--- config.mk ---
export PLATFORM = sky130hd
export DESIGN_NAME = fp_norm_round
export DESIGN_NICKNAME = d
export VERILOG_FILES = /design/src/rtl/fp_norm_round.sv
export SDC_FILE = /design/constraint.sdc
export NUM_CORES = 1
export LEC_CHECK = 0
export CAP_MARGIN = 5
export CORE_MARGIN = 10
export CORE_UTILIZATION = 60
export DETAILED_ROUTE_END_ITERATION = 10
export GPL_TIMING_DRIVEN = 1
export HOLD_SLACK_MARGIN = 0.03
export PLACE_DENSITY = 0.84
export SLEW_MARGIN = 20
export SYNTH_ARGS = -nofsm -noshare
export SYNTH_HDL_FRONTEND = slang
export SYNTH_SLANG_ARGS = --single-unit
--- constraint.sdc ---
create_clock -name clk -period 12.2 [get_ports clk]
set_input_delay 1.83 -clock clk [delete_from_list [all_inputs] [get_ports clk]]
set_output_delay 1.83 -clock clk [all_outputs]
set_load 0.01 [all_outputs]
--- src/rtl/fp_norm_round.sv ---
// fp_norm_round: two-stage normalise (S1) and round-to-nearest-even/pack (S2) for a single-precision adder.
// Optional macro FP_NR_FLAGS_EN adds out_flags = {overflow, underflow, inexact}.
module fp_norm_round (
    input  logic        clk,
    input  logic        rst,
    input  logic        in_valid,
    output logic        in_ready,
    input  logic [27:0] in_sum,
    input  logic [7:0]  in_exp,
    input  logic        in_sign,
    input  logic        in_sub,
    output logic        out_valid,
    input  logic        out_ready,
    output logic [31:0] out_result
`ifdef FP_NR_FLAGS_EN
    ,
    output logic [2:0]  out_flags
`endif
);
    logic        v1_q, v2_q, adv1, adv2, carry;
    logic [4:0]  lz;
    logic [26:0] sh;
    logic        sign_d, zero_d, uf_d, g_d, r_d, s_d;
    logic        sign_q, zero_q, uf_q, g_q, r_q, s_q;
    logic [8:0]  exp_d, exp_q, exp_f;
    logic [23:0] man_d, man_q;
    logic [24:0] sum_m;
    logic        rnd, ovf;
    logic [31:0] res_d, res_q;
`ifdef FP_NR_FLAGS_EN
    logic [2:0]  flags_d, flags_q;
    assign out_flags = flags_q;
`endif

    assign adv2       = !v2_q || out_ready;
    assign adv1       = !v1_q || adv2;
    assign in_ready   = adv1;
    assign out_valid  = v2_q;
    assign out_result = res_q;

    // S1: carry-out shifts right one place, otherwise left-justify on the leading one
    always_comb begin
        lz = 5'd27;
        for (int i = 0; i < 27; i++) if (in_sum[i]) lz = 5'(26 - i);
        carry  = !in_sub && in_sum[27];
        sh     = in_sum[26:0] << lz;
        zero_d = !carry && in_sum[26:0] == '0;
        uf_d   = !carry && !zero_d && in_exp <= {3'b0, lz};
        sign_d = in_sign && !(zero_d && in_sub);
        exp_d  = carry ? {1'b0, in_exp} + 9'd1 : {1'b0, in_exp} - {4'b0, lz};
        man_d  = carry ? in_sum[27:4] : sh[26:3];
        g_d    = carry ? in_sum[3] : sh[2];
        r_d    = carry ? in_sum[2] : sh[1];
        s_d    = carry ? |in_sum[1:0] : sh[0];
    end

    // S2: a rounding carry leaves the fraction at zero and bumps the exponent
    always_comb begin
        rnd   = g_q && (r_q || s_q || man_q[0]);
        sum_m = {1'b0, man_q} + 25'(rnd);
        exp_f = exp_q + 9'(sum_m[24]);
        ovf   = !zero_q && !uf_q && exp_f >= 9'd255;
        res_d = (zero_q || uf_q) ? {sign_q, 31'b0}
              : ovf ? {sign_q, 8'hFF, 23'b0}
              : {sign_q, exp_f[7:0], sum_m[22:0]};
`ifdef FP_NR_FLAGS_EN
        flags_d = {ovf, uf_q, g_q || r_q || s_q || uf_q || ovf};
`endif
    end

    always_ff @(posedge clk) begin
        if (rst) begin
            v1_q  <= 1'b0;
            v2_q  <= 1'b0;
            res_q <= '0;
`ifdef FP_NR_FLAGS_EN
            flags_q <= '0;
`endif
        end else begin
            if (adv1) v1_q <= in_valid;
            if (adv2) v2_q <= v1_q;
            if (adv2 && v1_q) res_q <= res_d;
`ifdef FP_NR_FLAGS_EN
            if (adv2 && v1_q) flags_q <= flags_d;
`endif
        end
    end

    always_ff @(posedge clk) begin
        if (adv1 && in_valid) begin
            sign_q <= sign_d;
            zero_q <= zero_d;
            uf_q   <= uf_d;
            exp_q  <= exp_d;
            man_q  <= man_d;
            g_q    <= g_d;
            r_q    <= r_d;
            s_q    <= s_d;
        end
    end
endmodule

==> flow_summary.toml <==
[finish]
finish.net_count = 701
layout_commonest_cell = "nor2_1"
final_cell_mix = "80 x nor2_1, 74 x clkdlybuf4s50_1, 48 x mux2i_1, 41 x a21oi_1, 39 x edfxtp_1"
antennaDiodeCount = 0
area_delta_synth_final_pct = 19.73
drive_gt1_share_pct = 6.728

[cts]
cts_resized = 0
clkSlewWorstSetupHoldPaths_ps = 80
cts_tree = "yes"
clock_latency_ps = 340
cts_root_buffer = "clkbuf_8"
cts.sinks = 73
htreeDepth = 3
cts_hold_buf = 0
clockBufferDepth = 2
cts_buffers = 9
post_cts_buffers = 0

[critical_path]
path_buf_inv = 2
cp_slowest_stage_delay_ps = 780
worstPathCellList = "clkdlybuf4s50_1 > nor2_1 > o311ai_2 > nand2_1 > inv_2 > ha_1 > nor2b_1 > o21ai_0 > nand2b_1 > a21o_1 > a21o_1 > nor4_1 > a31oi_1 > xnor2_1"
rr_worst_depth = 17
startpoint_type = "input port"
path_class = "input port to register"
crit_top_cell = "a21o_1"
crit_path_end_kind = "register"
crit_family = "simple AND/OR/NAND/NOR gates"
reg2reg_setup_slack_ps = 7480
worstPathMaxFanout = 22
slowest_stage = "nand2_1"
worst_ep_required_time_ps = 12300
arrival_ps = 6190
r2r-start = "g_q$_DFFE_PP_"
reg2reg_to = "out_result[1]$_SDFFE_PP0P_"

[power_and_ir_drop]
power.density_mw_per_mm2 = 107.1
p_leak_nw = 2.325
ir_worst_vdd_uv = 56.24
power_w = 0.0006620

[sta]
max-slew-margin-rel_pct = 32.87
final-setup-viol-count = 0
hold_violations = 0
tightest_slew_ps = 1005
fin_crit_ps = 6094
skew_ps = 12.40
fmax_ghz = 0.1641
final.setup.tns_ps = 0
rsz0062_at_grt = "no"
fin_crit_sh_pct = 49.95
drv_slew = 0

[place]
port_buffers = 75
place.gp.congestion = 0.9720
dp_hpwl_um = 11300

[routing]
wire_per_inst_um = 20.12
ant_nets = 0
routed_wl_um = 15270
first_iter_violations = 734
via_per_inst = 6.531
dr.pass1.iters = 6
route.detailed.drc = 0
vias = 4957

[synth]
syn_inst = 587
yosysTopAreaCellShare_pct = 22.69
async_flop_share_pct = 0
ys_top_cells_by_area = "edfxtp_1 23%, dfxtp_1 13%, mux2i_1 9.3%"
synth_compound_area_share_pct = 20.05
ys_seq_area_share_pct = 35.88
ys_types = 67
synth-xor-area-share_pct = 6.109
ys_ff_latch = 73
synth-adder-area-share_pct = 2.570
synth_edf_count = 39
synth_top_family_by_area = "compound AO/OA/AOI/OAI gates"
syn_nets = 639
synth_area_sq_mm = 0.005161
synthMuxAreaShare_pct = 11.49
ys.flop_type = "edfxtp_1"
synth-warning-count = 0
syn_avg_cell_area_sq_um = 8.793
yosys.area_share.simple_pct = 19.52
yosysTopAreaCell = "edfxtp_1"

[global_route]
grt_pass1_wl_um = 24850
grt.overflow.total = 0
grt_max_degree = 43
grt_pass1_vias = 4858
grt_usage_pct = 23.29
antenna_found_initial = 0

[floorplan]
initial_utilization_pct = 62.19
rows = 33
chipHeight_um = 112.7
die_area_sq_mm = 0.01271
ios = 76
die_w_um = 112.7
core_sq_mm = 0.008299

[worst_hold_path]
min_to = "out_result[24]$_SDFFE_PP0P_"
hp-class = "register to register"
hp-start = "out_result[24]$_SDFFE_PP0P_"
holdPathStages = 2

[job]
cap_violations = 0

[outcome]
status = "complete, no violations"
==> sequential cells by signal (all words and copies together), names as in the netlist <==
| signal | cells |
|---|---|
| exp_q | 9 |
| g_q | 1 |
| man_q | 24 |
| out_result | 32 |
| out_valid | 1 |
| r_q | 1 |
| s_q | 1 |
| sign_q | 1 |
| uf_q | 1 |
| v1_q | 1 |
| zero_q | 1 |
==> Yosys cell counts, types with 6 or more instances <==
| cell type | instances |
|---|---|
| nor2_1 | 80 |
| mux2i_1 | 48 |
| a21oi_1 | 41 |
| edfxtp_1 | 39 |
| nand2_1 | 35 |
| dfxtp_1 | 34 |
| a22oi_1 | 30 |
| nand3_1 | 27 |
| xor2_1 | 19 |
| clkbuf_1 | 18 |
| inv_1 | 18 |
| o21ai_0 | 18 |
| xnor2_1 | 17 |
| nor3_1 | 12 |
| and3_1 | 11 |
| nand2b_1 | 10 |
| a31oi_1 | 9 |
| ha_1 | 9 |
| mux2_2 | 9 |
| a211oi_1 | 8 |
| nor4_1 | 6 |
| or3_1 | 6 |
==> cells by family (layout without fill, tap and decap cells) <==
family	after synthesis	in the layout
DFF	73	73
xor gates and xnor gates	36	36
AOI/OAI and AO/OA	151	151
adders and majority gates	10	10
muxes	58	58
buffers and inverters	49	116
and+or+nand+nor	210	210
==> metal layers <==
| metal | GRT usage (%) | wire length (um) | vias to the layer above |
|---|---|---|---|
| li1 | - | - | 2305 |
| met1 | 29.84 | 6517 | 2294 |
| met2 | 37.83 | 6939 | 309 |
| met3 | 3.856 | 1361 | 49 |
| met4 | 10.15 | 450 | 0 |
| met5 | 0 | 0 | - |
==> metrics by stage <==
stage | instances | setup slack [ps] | area, sq um | utilization [%] | hold WS (ps)
after detailed placement | 743 | 5834 | 5942 | 71.60 | 459.0
after global routing | 759 | 5815 | 6180 | 74.46 | 528.5
after CTS | 759 | 6209 | 6185 | 74.52 | 490.7
final | 759 | 6106 | 6180 | 74.46 | 485.7
after floorplan | 587 | 7486 | 5161 | - | 452.5
after global placement | 743 | 6094 | 5936 | 71.52 | 442.5
==> tightest hold or removal path: cells and delay by family (launching register included) <==
| kind | cells | cell delay, ps |
|---|---|---|
| flip-flops | 1 | 320 |
| AND/OR/NAND/NOR | 1 | 60 |
| AO/OA/AOI/OAI | 1 | 60 |
==> power breakdown <==
group	internal, W	switching (W)
sequential	0.000278	0.0000110
combinational	0.0000628	0.0000865
clock	0.000136	0.0000879
==> cell type report <==
class,instances,area [sq um]
flip-flops and latches,73,1852
inverters,21,83.83
clock buffers,9,123.9
clock inverters,7,118.9
fillers,574,2120
multi-input cells,465,3094
repair buffers,79,775.7
well taps,105,131.4
==> worst max-delay path by stage <==
stage,start,end,slack (ps),depth (start not counted)
after floorplan,in_sum[23],exp_q[7]$_DFFE_PP_,7490,15
after global placement,in_sum[22],exp_q[7]$_DFFE_PP_,6090,14
after detailed placement,in_sum[22],exp_q[7]$_DFFE_PP_,5830,14
after CTS,in_sum[22],exp_q[7]$_DFFE_PP_,6210,14
after global routing,in_sum[24],exp_q[7]$_DFFE_PP_,5820,15
final,in_sum[22],exp_q[7]$_DFFE_PP_,6110,14
Power figures use the tool's default switching activity.
